### src/rtl/alu_pkg.sv
// Shared ALU definitions: widths, opcode encodings, sequencer FSM states and
// opcode classification helpers used by both the sequencer and the ALU.
package alu_pkg;

    localparam int DATA_W = 32;
    localparam int REG_AW = 4;
    localparam int OPC_W  = 5;

    localparam logic [OPC_W-1:0] OP_ADD  = 5'b00011;
    localparam logic [OPC_W-1:0] OP_SUB  = 5'b00100;
    localparam logic [OPC_W-1:0] OP_SHR  = 5'b00101;
    localparam logic [OPC_W-1:0] OP_SHRA = 5'b00110;
    localparam logic [OPC_W-1:0] OP_SHL  = 5'b00111;
    localparam logic [OPC_W-1:0] OP_ROR  = 5'b01000;
    localparam logic [OPC_W-1:0] OP_ROL  = 5'b01001;
    localparam logic [OPC_W-1:0] OP_AND  = 5'b01010;
    localparam logic [OPC_W-1:0] OP_OR   = 5'b01011;
    localparam logic [OPC_W-1:0] OP_MUL  = 5'b01111;
    localparam logic [OPC_W-1:0] OP_DIV  = 5'b10000;
    localparam logic [OPC_W-1:0] OP_NEG  = 5'b10001;
    localparam logic [OPC_W-1:0] OP_NOT  = 5'b10010;

    typedef enum logic [2:0] {
        ST_IDLE,
        ST_RD_A,
        ST_RD_B,
        ST_EXEC,
        ST_CAPT,
        ST_WB
    } state_t;

    function automatic logic is_alu_op(input logic [OPC_W-1:0] op);
        case (op)
            OP_ADD, OP_SUB, OP_SHR, OP_SHRA, OP_SHL, OP_ROR, OP_ROL,
            OP_AND, OP_OR, OP_MUL, OP_DIV, OP_NEG, OP_NOT: return 1'b1;
            default: return 1'b0;
        endcase
    endfunction

    // mul/div produce a full-width result that lands in HI/LO, not in Rc
    function automatic logic is_hilo_op(input logic [OPC_W-1:0] op);
        return (op == OP_MUL) || (op == OP_DIV);
    endfunction

endpackage

### src/rtl/alu_op_decode_chk.sv
// Combinational opcode check: legality of a request and whether its result
// is written to HI/LO instead of the register file.
module alu_op_decode_chk
    import alu_pkg::*;
(
    input  logic [OPC_W-1:0] opcode,
    output logic             legal,
    output logic             hilo
);

    assign legal = is_alu_op(opcode);
    assign hilo  = is_hilo_op(opcode);

endmodule

### src/rtl/alu_op_sequencer.sv
// Issues one R-format ALU operation: reads Ra/Rb, drives the ALU, captures Z,
// writes back to Rc or HI/LO. Optional macro: ALU_OP_SEQUENCER_DIVZERO_TRAP_EN.
module alu_op_sequencer
    import alu_pkg::*;
(
    input  logic                clk,
    input  logic                reset,
    input  logic                start,
    input  logic [OPC_W-1:0]    opcode,
    input  logic [REG_AW-1:0]   ra_idx,
    input  logic [REG_AW-1:0]   rb_idx,
    input  logic [REG_AW-1:0]   rc_idx,
    output logic                busy,
    output logic                done,
    output logic                err,
    output logic [REG_AW-1:0]   rf_raddr,
    input  logic [DATA_W-1:0]   rf_rdata,
    output logic                rf_we,
    output logic [REG_AW-1:0]   rf_waddr,
    output logic [DATA_W-1:0]   rf_wdata,
    output logic [DATA_W-1:0]   alu_a,
    output logic [DATA_W-1:0]   alu_b,
    output logic [OPC_W-1:0]    alu_op,
    input  logic [2*DATA_W-1:0] alu_result,
    output logic                hi_we,
    output logic                lo_we,
    output logic [DATA_W-1:0]   hi_wdata,
    output logic [DATA_W-1:0]   lo_wdata
);

    state_t              state_reg, state_next;
    logic [OPC_W-1:0]    op_reg;
    logic [REG_AW-1:0]   ra_reg, rb_reg, rc_reg;
    logic                hilo_reg;
    logic [DATA_W-1:0]   alu_a_reg, alu_b_reg;
    logic [OPC_W-1:0]    alu_op_reg;
    logic [2*DATA_W-1:0] z_reg;
    logic                err_reg;
    logic                start_legal, start_hilo;
    logic                accept;
    logic                wb_trap;

    alu_op_decode_chk u_decode_chk (
        .opcode (opcode),
        .legal  (start_legal),
        .hilo   (start_hilo)
    );

    assign accept = (state_reg == ST_IDLE) && start && start_legal;

`ifdef ALU_OP_SEQUENCER_DIVZERO_TRAP_EN
    logic divz_reg;

    always_ff @(posedge clk) begin
        if (!reset) begin
            divz_reg <= 1'b0;
        end else if (state_reg == ST_CAPT) begin
            divz_reg <= (op_reg == OP_DIV) && (alu_b_reg == '0);
        end
    end

    assign wb_trap = divz_reg;
`else
    assign wb_trap = 1'b0;
`endif

    always_ff @(posedge clk) begin
        if (!reset) begin
            state_reg  <= ST_IDLE;
            op_reg     <= '0;
            ra_reg     <= '0;
            rb_reg     <= '0;
            rc_reg     <= '0;
            hilo_reg   <= 1'b0;
            alu_a_reg  <= '0;
            alu_b_reg  <= '0;
            alu_op_reg <= '0;
            z_reg      <= '0;
            err_reg    <= 1'b0;
        end else begin
            state_reg <= state_next;
            // illegal requests are rejected in IDLE with a one-cycle err
            err_reg   <= (state_reg == ST_IDLE) && start && !start_legal;
            if (accept) begin
                op_reg   <= opcode;
                ra_reg   <= ra_idx;
                rb_reg   <= rb_idx;
                rc_reg   <= rc_idx;
                hilo_reg <= start_hilo;
            end
            case (state_reg)
                ST_RD_B: alu_a_reg <= rf_rdata;
                ST_EXEC: begin
                    alu_b_reg  <= rf_rdata;
                    alu_op_reg <= op_reg;
                end
                ST_CAPT: z_reg <= alu_result;
                default: ;
            endcase
        end
    end

    always_comb begin
        state_next = state_reg;
        rf_raddr   = '0;
        done       = 1'b0;
        rf_we      = 1'b0;
        hi_we      = 1'b0;
        lo_we      = 1'b0;
        err        = err_reg;
        case (state_reg)
            ST_IDLE: if (accept) state_next = ST_RD_A;
            ST_RD_A: begin
                rf_raddr   = ra_reg;
                state_next = ST_RD_B;
            end
            ST_RD_B: begin
                rf_raddr   = rb_reg;
                state_next = ST_EXEC;
            end
            ST_EXEC: state_next = ST_CAPT;
            ST_CAPT: state_next = ST_WB;
            ST_WB: begin
                done       = 1'b1;
                state_next = ST_IDLE;
                if (wb_trap) begin
                    err = 1'b1;
                end else if (hilo_reg) begin
                    hi_we = 1'b1;
                    lo_we = 1'b1;
                end else begin
                    rf_we = 1'b1;
                end
            end
            default: state_next = ST_IDLE;
        endcase
    end

    assign busy     = (state_reg != ST_IDLE);
    assign alu_a    = alu_a_reg;
    assign alu_b    = alu_b_reg;
    assign alu_op   = alu_op_reg;
    assign rf_waddr = rc_reg;
    assign rf_wdata = z_reg[DATA_W-1:0];
    assign hi_wdata = z_reg[2*DATA_W-1:DATA_W];
    assign lo_wdata = z_reg[DATA_W-1:0];

endmodule

### config.mk
export PLATFORM = sky130hd
export DESIGN_NAME = alu_op_sequencer
export DESIGN_NICKNAME = d
export VERILOG_FILES = /design/src/rtl/alu_pkg.sv /design/src/rtl/alu_op_decode_chk.sv /design/src/rtl/alu_op_sequencer.sv
export SDC_FILE = /design/constraint.sdc
export NUM_CORES = 1
export LEC_CHECK = 0
export BUFFER_PORTS_ARGS = -buffer_cell sky130_fd_sc_hd__buf_2
export CORE_MARGIN = 1.5
export CORE_UTILIZATION = 45
export CTS_BUF_LIST = sky130_fd_sc_hd__clkbuf_2 sky130_fd_sc_hd__clkbuf_4 sky130_fd_sc_hd__clkbuf_8
export DETAILED_ROUTE_END_ITERATION = 6
export PLACE_DENSITY = 0.78
export SLEW_MARGIN = 20
export SYNTH_ARGS = -nofsm -noshare
export SYNTH_HDL_FRONTEND = slang
export SYNTH_SLANG_ARGS = --single-unit
### constraint.sdc
create_clock -name clk -period 1.9 [get_ports clk]
set_input_delay 0.095 -clock clk [delete_from_list [all_inputs] [get_ports clk]]
set_output_delay 0.095 -clock clk [all_outputs]
set_load 0.01 [all_outputs]
==> qor.csv, run 1 <==
stage;metric;value;unit
cells_and_area;largest_register_ffs;64;
grt;grt_pass1_wl;29030;um
timing;period_share;0.9380;
synth;synthMostInstantiatedCell;nand2_1;
cts;clk_pin_slew;80;ps
worst_setup_path;path_max_fanout;65;
timing;min_period;1782;ps
synth;syn_nets;853;
cells_and_area;drive_above_1_share;0.3222;
cts;cts_setup_buffers;0;
timing;holdWs;109.3;ps
detailed_routing;detail_route.wirelength;19180;um
pwr;vdd_ir_drop_max;0.0005571;V
synth;yosysUniqueCellTypes;36;
cells_and_area;antennaDiodeCount;0;
timing;fin_skew;8.196;ps
timing;setup_tns;0;ps
placed_design;numPlacedInstances;1139;
die;start_util;0.4589;
timing;worst_slew_pin_slew;769.4;ps
pwr;power_density;758.7;mW/mm^2
detailed_routing;detail-route-antenna-nets;0;
cts;clock_sinks;155;
placed_design;hpwlAfterDp;11410;um
worst_setup_path;cp_data_arrival_time;2110;ps
grt;grt_max_degree;80;
cts;clk_latency;440;ps
job;max_cap_violations;0;
detailed_routing;post-route-drc-count;0;
timing;rsz0062_at_grt;false;
cts;ctsHtreeMaxLevel;4;
timing;fin_ws;117.8;ps
synth;synth_commonest_cells;nand2_1 (304), dfxtp_1 (155), a21boi_0 (73);
cts;cts-root-buf;clkbuf_8;
cells_and_area;final_nets;1208;
grt;antenna_found_initial;0;
detailed_routing;wl_per_cell;14.92;um
worst_setup_path;r2r-start;state_reg[2];
placed_design;portBuffers;294;
run_status;status;completed;
synth;ys_ff_latch;155;
timing;slew_headroom;0.4871;
detailed_routing;drt_pre_antenna_iters;4;
timing;max_freq;561.1;MHz
placed_design;placed_cell_area;0.007592;mm^2
cts;cts_made_buffers;17;
die;die_x;121.5;um
worst_setup_path;r2r-end;z_reg[56];
die;dieArea;0.01477;mm^2
timing;hold_viol;0;
worst_hold_path;hold_path_depth;2;
cells_and_area;fin_util;0.6662;
pwr;power_leakage;4.133;nW
worst_hold_path;worstHoldEndpoint;state_reg[1];
grt;grt_remaining_overflow;0;
worst_hold_path;hold_path.class;input port to flop;
cts;clock_path_buffers;2;
synth;avgSynthCellArea;8.577;um^2
pwr;finalPower;6.961;mW
synth;yosys_warnings;0;
synth;syn_area;0.006321;mm^2
synth;synthTopCellsByArea;dfxtp_1 (49%), nand2_1 (18%), a21boi_0 (8.7%), a21boi_1 (7.1%), buf_4 (4.0%);
synth;synth_async_sr_flop_share;0;
die;die_h;121.5;um
synth;ys.flop_type;dfxtp_1;
worst_setup_path;crit_type;flop to flop;
grt;grtUsageTotal;0.2492;
synth;ys_seq_area_frac;0.4909;
die;num_rows;43;
synth;synth-edff-count;0;
synth;synth_top_area_frac;0.4909;
synth;yosysTopAreaCell;dfxtp_1;
die;core;0.01377;mm^2
worst_setup_path;crit_path_start_kind;flop;
synth;netlist_instances;737;
timing;setup_violations;0;
worst_hold_path;hp-start;reset;
worst_setup_path;cp_data_required_time;2220;ps
timing;slew_viol_final;0;
detailed_routing;vias;6145;
grt;grt_pass1_vias;5907;
detailed_routing;first_iter_violations;405;
cells_and_area;stdcell_count;1285;
detailed_routing;post_drt_via_cell_ratio;4.782;
worst_setup_path;reg2reg_depth;4;
cts;cts_tree;done;
die;ios;295;
worst_setup_path;reg2reg_slack;120;ps
cells_and_area;area_delta_synth_final;45.15;%
placed_design;routabilityCongestion;0.7819;
placed_design;post-place-ws;148.0;ps
worst_setup_path;crit_path_end_kind;flop;
cells_and_area;stdcell_area;0.009175;mm^2
## power by group
part,switching (mW),internal (mW),leakage (nW)
clock,1.25,1.45,0.209
sequential,0.0610,3.34,1.25
combinational,0.396,0.463,2.67
total,1.70,5.26,4.13
## final cells by class
class,count,area (um^2)
Multi-Input combinational cell,495,2623
Clock buffer,18,241.5
Inverter,2,10.01
Tap cell,180,225.2
Fill cell,1034,4598
Sequential cell,155,3105
Timing Repair Buffer,421,2775
Clock inverter,14,195.2
## critical path: stages, from the launching register on
cell	delay [ps]
dfxtp_1	590
inv_4	100
or3_4	680
nand2_1	190
a21boi_1	80
## timing repair
item                                   in CTS  in global routing
setup endpoints to repair                   7                  3
hold buffers                              114                  0
endpoints found under the hold margin     147                  0
resized for setup                           2                  1
## cell usage in the layout (no fill, tap or decap), types with 2 or more instances in the layout
cell,netlist,routed
nor2b_1,3,2
buf_12,1,5
o21ai_0,2,2
clkinv_2,0,2
bufinv_16,0,4
mux2i_1,18,18
a21boi_0,73,73
clkbuf_8,0,17
nand2_1,304,304
dfxtp_2,0,2
a21oi_1,2,2
dfxtp_1,155,153
inv_6,0,2
clkinv_4,0,2
and2b_2,2,2
a21boi_1,60,60
nor2_1,6,6
nand3_1,2,2
dlygate4sd3_1,0,114
clkinvlp_4,0,4
and3_2,2,2
buf_2,10,293
and2_1,2,2
a22oi_1,4,4
buf_4,34,9
## how the worst max path moves through the flow
stage	from	end	slack, ps
after floorplan	state_reg[0]	op_reg[0]	420
after global placement	state_reg[2]	z_reg[1]	200
after detailed placement	state_reg[0]	alu_b[9]	150
after CTS	state_reg[1]	rf_we	60
after global routing	state_reg[2]	z_reg[56]	5
final	state_reg[2]	z_reg[56]	120
## metal layers
metal / share of wire / GRT usage
met1: 0.40 / 0.2766
met5: 0 / 0
met3: 0.078 / 0.07707
met4: 0.028 / 0.1103
met2: 0.49 / 0.4379
## cells by family (layout without fill, tap and decap cells)
family | after synthesis | count (layout) | share of synthesized area
AO/OA/AOI/OAI | 146 | 146 | 0.1730
flip-flops | 155 | 155 | 0.4909
multiplexers | 19 | 19 | 0.03028
AND/OR/NAND/NOR | 330 | 330 | 0.2112
buffers and inverters | 87 | 455 | 0.09462
(Power assumes the default switching activity.)
==> run 2, diff against run 1 <==
==> constraint.sdc (replaced) <==
create_clock -name clk -period 2.1 [get_ports clk]
set_input_delay 0.105 -clock clk [delete_from_list [all_inputs] [get_ports clk]]
set_output_delay 0.105 -clock clk [all_outputs]
set_load 0.01 [all_outputs]
==> qor.csv, run 2 (synthesis gave the netlist of run 1 again) <==
stage;metric;value;unit;change
placed_design;hpwlAfterDp;11090;um;-2.9%
detailed_routing;detail_route.wirelength;18990;um;-0.98%
cts;cts_setup_buffers;0;;unchanged
detailed_routing;post_drt_via_cell_ratio;4.849;;+1.4%
worst_setup_path;crit_path_start_kind;flop;;
grt;grt_max_degree;68;;-15%
cts;cts_made_buffers;17;;unchanged
cells_and_area;antennaDiodeCount;0;;unchanged
timing;setup_violations;0;;unchanged
timing;rsz0062_at_grt;false;;
timing;fin_skew;8.879;ps;+0.6831 ps
cts;clk_latency;450;ps;about the same
cells_and_area;multi_input_area;0.002623;mm^2;unchanged
worst_setup_path;crit_cells;4;;unchanged
worst_setup_path;path_buf_inv;1;;unchanged
placed_design;post-place-ws;331.2;ps;+183.2 ps
timing;slew_viol_final;0;;unchanged
placed_design;routabilityCongestion;0.7753;;-0.84%
detailed_routing;dr.max_layer_used;met4;;
timing;max_freq;537.7;MHz;
detailed_routing;wl_met3;1394;um;-7.3%
die;core;0.01377;mm^2;unchanged
cts;clock_sinks;155;;unchanged
worst_setup_path;critPathTopFamily;simple AND/OR/NAND/NOR gates;;
grt;grtUsageTotal;0.2483;;-0.0008762
die;num_rows;43;;unchanged
timing;min_period;1860;ps;
worst_hold_path;hold_path_depth;3;;+1
timing;worst_slew_pin_slew;702.4;ps;-66.98 ps
die;dieArea;0.01477;mm^2;unchanged
worst_hold_path;hold_path.class;input port to flop;;
detailed_routing;post-route-drc-count;0;;unchanged
placed_design;placed_cell_area;0.007557;mm^2;-0.46%
worst_setup_path;crit_type;flop to output pin;;
cts;cts-root-buf;clkbuf_8;;
timing;setup_tns;0;ps;unchanged
pwr;power_leakage;4.128;nW;-0.12%
cells_and_area;fill_cells;1052;;+1.7%
job;max_cap_violations;0;;unchanged
pwr;power_density;682.7;mW/mm^2;-10%
grt;grt_pass1_wl;28690;um;-1.2%
cells_and_area;regArea;0.003103;mm^2;about the same
timing;hold_viol;0;;unchanged
worst_setup_path;crit_path_end_kind;output pin;;
grt;grt_remaining_overflow;0;;unchanged
die;ios;295;;unchanged
worst_setup_path;path_max_fanout;10;;-85%
cells_and_area;drive_above_1_share;0.3185;;-0.003660
worst_setup_path;cp_cell_sequence;nor2b_2 -> and2_1 -> nor2b_1 -> buf_2;;
worst_setup_path;critPathMaxStageDelay;550;ps;-130 ps
cts;clock_path_buffers;2;;unchanged
cells_and_area;layout_common_cells;nand2_1 (304), buf_2 (293), dfxtp_1 (155);;
worst_setup_path;reg2reg_depth;3;;-1
detailed_routing;m1WireLength;7644;um;about the same
cells_and_area;stdcell_area;0.009131;mm^2;-0.48%
detailed_routing;detail-route-antenna-nets;0;;unchanged
pwr;vdd_ir_drop_max;0.0005199;V;-6.7%
placed_design;portBuffers;294;;unchanged
cts;cts_tree;done;;
die;die_h;121.5;um;unchanged
detailed_routing;first_iter_violations;274;;-32%
cells_and_area;final_common_cell;nand2_1;;
grt;antenna_found_initial;0;;unchanged
timing;period_share;0.8856;;
cells_and_area;largest_register_ffs;64;;unchanged
run_status;status;completed;;
detailed_routing;route.met2.wl;9278;um;-2.2%
timing;slew_headroom;0.5317;;+0.04465
cells_and_area;final_nets;1205;;-0.25%
detailed_routing;drt_pre_antenna_iters;4;;unchanged
die;die_x;121.5;um;unchanged
worst_setup_path;cp_data_required_time;2000;ps;-220 ps
detailed_routing;wl_per_cell;14.81;um;-0.74%
die;start_util;0.4589;;unchanged
detailed_routing;vias;6216;;+1.2%
worst_setup_path;cpMaxStageDelayCell;dfxtp_1;;
cells_and_area;area_delta_synth_final;44.46;%;
timing;fin_ws;240.2;ps;+122.4 ps
cts;clk_pin_slew;80;ps;about the same
grt;grt_pass1_vias;5933;;+0.44%
cts;ctsHtreeMaxLevel;4;;unchanged
worst_setup_path;cp_data_arrival_time;1750;ps;-360 ps
[run 2: cell count changes in the layout (fill, tap and decap cells not counted), sizes merged]
cell / delta
inv: -1
bufinv: -2
buf: -3
clkinv: -4
clkinvlp: -3
clkbuf: +10
[run 2: worst register-to-register path, delay by kind of cell (launching register included)]
kind / cells / cell delay (ps)
AOI/OAI and AO/OA: 1 / 270
DFF: 1 / 620
and+or+nand+nor: 2 / 820
[run 2: layer usage]
metal	track usage	vias up
li1	-	3038
met1	0.2687	2881
met4	0.1265	0
met5	0	-
met2	0.4350	242
met3	0.07895	55
[run 2: final timing paths]
check,from,endpoint,slack (ps)
hold reg to reg,z_reg[50],z_reg[50],450
setup reg to reg,state_reg[1],z_reg[2],300
hold / removal,reset,rf_waddr[0],180
setup / recovery,state_reg[0],rf_we,240
[run 2: metrics by stage]
step | util | hold WS, ps | std cells | total power [mW]
after detailed placement | 0.5487 | 349.3 | 1136 | 3.723
final | 0.6630 | 176.1 | 1282 | 6.234
after CTS | 0.6628 | 157.8 | 1282 | 6.241
after global routing | 0.6630 | 196.1 | 1282 | 6.471
after global placement | 0.5487 | 345.6 | 1136 | 3.716
after floorplan | - | 239.8 | 737 | 3.481
[run 2: where the power goes]
part	internal, mW	total (mW)	switching [mW]	leakage, nW
clock network	1.32	2.39	1.07	0.221
logic	0.407	0.763	0.356	2.65
registers	3.02	3.08	0.0577	1.25
[run 2: what timing repair did]
action,CTS,global route
hold buffers,114,0
resized for setup,0,1
hold endpoints to repair,146,0
endpoints found under the setup margin,0,1
[run 2: cell type report]
class,count,share of cell area
tap,180,0.02466
inverter,2,0.001096
sequential,155,0.3398
clock buffer,28,0.03878
multi-input combinational,495,0.2872
timing repair buffer,418,0.3001
clock inverter,4,0.008358
==> run 3, diff against run 2 <==
--- a/config.mk
+++ b/config.mk
@@ -6,11 +6,12 @@
 export NUM_CORES = 1
 export LEC_CHECK = 0
 export BUFFER_PORTS_ARGS = -buffer_cell sky130_fd_sc_hd__buf_2
+export CORE_ASPECT_RATIO = 0.9
 export CORE_MARGIN = 1.5
-export CORE_UTILIZATION = 45
+export CORE_UTILIZATION = 40
 export CTS_BUF_LIST = sky130_fd_sc_hd__clkbuf_2 sky130_fd_sc_hd__clkbuf_4 sky130_fd_sc_hd__clkbuf_8
 export DETAILED_ROUTE_END_ITERATION = 6
-export PLACE_DENSITY = 0.78
+export PLACE_DENSITY = 0.7
 export SLEW_MARGIN = 20
 export SYNTH_ARGS = -nofsm -noshare
 export SYNTH_HDL_FRONTEND = slang
==> qor.csv, run 3 (synthesis gave the netlist of run 1 again) <==
stage;metric;value;unit;change
run_status;status;completed;;
worst_setup_path;crit_type;flop to output pin;;
die;start_util;0.4094;;-0.04957
cells_and_area;drive_above_1_share;0.3194;;+0.0009074
timing;slew_headroom;0.5274;;-0.004278
placed_design;routabilityCongestion;0.7422;;-4.3%
timing;worst_slew_pin_slew;708.8;ps;+6.418 ps
worst_setup_path;reg2reg_depth;4;;+1
timing;setup_violations;0;;unchanged
timing;fin_skew;8.374;ps;-0.5045 ps
cts;clock_sinks;155;;unchanged
die;die_h;122.3;um;+0.60%
die;num_rows;43;;unchanged
cells_and_area;fill_cells;1351;;+28%
cells_and_area;antennaDiodeCount;0;;unchanged
cells_and_area;layout_common_cells;nand2_1 (304), buf_2 (293), dfxtp_1 (154);;
detailed_routing;wl_per_cell;13.99;um;-5.5%
worst_setup_path;r2r-end;z_reg[41];;
detailed_routing;post-route-drc-count;0;;unchanged
cts;clk_latency;450;ps;about the same
timing;period_share;0.8546;;-0.03101
pwr;combPwrFrac;0.124;;+0.002
die;core;0.01544;mm^2;+12%
grt;grt_max_degree;66;;-2.9%
pwr;vdd_ir_drop_max;0.0004950;V;-4.8%
worst_setup_path;reg2reg_slack;310;ps;about the same
cts;cts_tree;done;;
timing;slew_viol_final;0;;unchanged
detailed_routing;drt_pre_antenna_iters;4;;unchanged
cts;cts-root-buf;clkbuf_8;;
pwr;sequentialPowerShare;0.507;;+0.013
grt;grt_util_met3;0.06857;;-0.01038
placed_design;portBuffers;294;;unchanged
cells_and_area;largest_register_ffs;64;;unchanged
placed_design;post-place-ws;327.7;ps;-3.503 ps
cts;cts_made_buffers;17;;unchanged
cells_and_area;final_common_cell;nand2_1;;
die;die_x;135.5;um;+12%
worst_setup_path;cp_data_arrival_time;1690;ps;-60 ps
die;dieArea;0.01657;mm^2;+12%
grt;met1_usage;0.2293;;-0.03942
detailed_routing;vias;6028;;-3.0%
timing;hold_viol;0;;unchanged
grt;antenna_found_initial;0;;unchanged
cts;clock_path_buffers;2;;unchanged
timing;holdWs;88.71;ps;-87.37 ps
worst_setup_path;cp_cell_sequence;nor2b_2 -> and2_1 -> nor2b_1 -> buf_2;;
detailed_routing;detail_route.wirelength;18250;um;-3.9%
pwr;power_frac_clock;0.369;;-0.015
detailed_routing;first_iter_violations;275;;+0.36%
worst_hold_path;hp-start;reset;;
worst_setup_path;crit_cells;4;;unchanged
grt;grt_pass1_vias;5766;;-2.8%
pwr;finalPower;6.072;mW;-2.6%
worst_setup_path;cp_data_required_time;2000;ps;about the same
timing;min_period;1795;ps;-65.12 ps
worst_hold_path;hold_path.class;input port to flop;;
worst_setup_path;cpMaxStageDelayCell;dfxtp_1;;
worst_setup_path;crit_path_start_kind;flop;;
die;ios;295;;unchanged
placed_design;hpwlAfterDp;11500;um;+3.7%
pwr;switchingPower;1.654;mW;+11%
pwr;power_leakage;4.110;nW;-0.45%
pwr;swShare;0.2724;;+0.03434
timing;max_freq;557.2;MHz;+3.6%
grt;grt_pass1_wl;27700;um;-3.4%
grt;gr-max-usage-layer;met2;;
cts;clk_pin_slew;90;ps;about the same
detailed_routing;post_drt_via_cell_ratio;4.623;;-4.7%
worst_hold_path;worstHoldEndpoint;state_reg[1];;
worst_setup_path;crit_path_end_kind;output pin;;
detailed_routing;detail-route-antenna-nets;0;;unchanged
pwr;p_int;4.418;mW;-7.0%
worst_hold_path;hold_path_depth;2;;-1
worst_setup_path;r2r-start;state_reg[2];;
worst_setup_path;path_buf_inv;1;;unchanged
cts;ctsHtreeMaxLevel;4;;unchanged
cells_and_area;final_nets;1205;;unchanged
timing;setup_tns;0;ps;unchanged
job;max_cap_violations;0;;unchanged
grt;grt_remaining_overflow;0;;unchanged
timing;fin_ws;305.3;ps;+65.12 ps
timing;rsz0062_at_grt;false;;
grt;grtUsageTotal;0.2126;;-0.03573
cells_and_area;fin_util;0.5907;;-0.07226
worst_setup_path;critPathTopFamily;flip-flops;;
cells_and_area;area_delta_synth_final;44.30;%;
worst_setup_path;critPathMaxStageDelay;620;ps;+70 ps
worst_setup_path;path_max_fanout;12;;+2
grt;met2_usage;0.3744;;-0.06067
pwr;power_density;665.7;mW/mm^2;-2.5%
run 3: cell count changes in the layout (fill, tap and decap cells not counted), sizes merged:
cell,delta
inv,+7
clkbuf,-11
clkinv,+6
bufinv,-1
clkinvlp,-1
run 3: worst register-to-register path, delay by kind of cell (launching register included):
family | cells | cell delay, ps
AND/OR/NAND/NOR | 2 | 880
flip-flops | 1 | 620
buffers and inverters | 1 | 100
AO/OA/AOI/OAI | 1 | 90
run 3: worst max-delay path by stage:
stage,startpoint,to,slack [ps]
after floorplan,state_reg[0],op_reg[0],620
after global placement,state_reg[2],z_reg[1],370
after detailed placement,state_reg[2],z_reg[0],330
after CTS,state_reg[0],rf_we,20
after global routing,state_reg[0],rf_we,130
final,state_reg[1],rf_we,310
run 3: cell type report:
type,instances,area [um^2],share of cell area
clock buffers,17,234.0,0.02565
clock inverters,15,157.7,0.01728
inverters,2,10.01,0.001097
multi-input cells,495,2623,0.2875
flip-flops and latches,155,3104,0.3403
well taps,202,252.7,0.02771
repair buffers,418,2740,0.3004
run 3: what timing repair did:
action,CTS,global route
hold endpoints to repair,147,0
hold buffers,114,0
endpoints found under the setup margin,0,5
gates resized for setup,0,2
setup buffers,0,0
run 3: power groups by stage:
stage / sequential, mW / clock (mW) / combinational, mW
2_1_floorplan: 3.16 / 0 / 0.319
3_3_place_gp: 3.14 / 0 / 0.574
3_5_place_dp: 3.15 / 0 / 0.577
4_1_cts: 3.08 / 2.31 / 0.747
5_1_grt: 3.09 / 2.43 / 0.821
6_report: 3.08 / 2.24 / 0.753
run 3: routing by layer:
metal / vias to the layer above / wire [um]
met4: 0 / 754
li1: 3041 / -
met5: - / 0
met2: 206 / 8724
met3: 45 / 1240
met1: 2736 / 7529
run 3: per-stage QoR:
stage	area [um^2]	cells
6_report	9121	1304
3_3_place_gp	7585	1158
4_1_cts	9117	1304
5_1_grt	9121	1304
2_1_floorplan	6321	737
3_5_place_dp	7585	1158
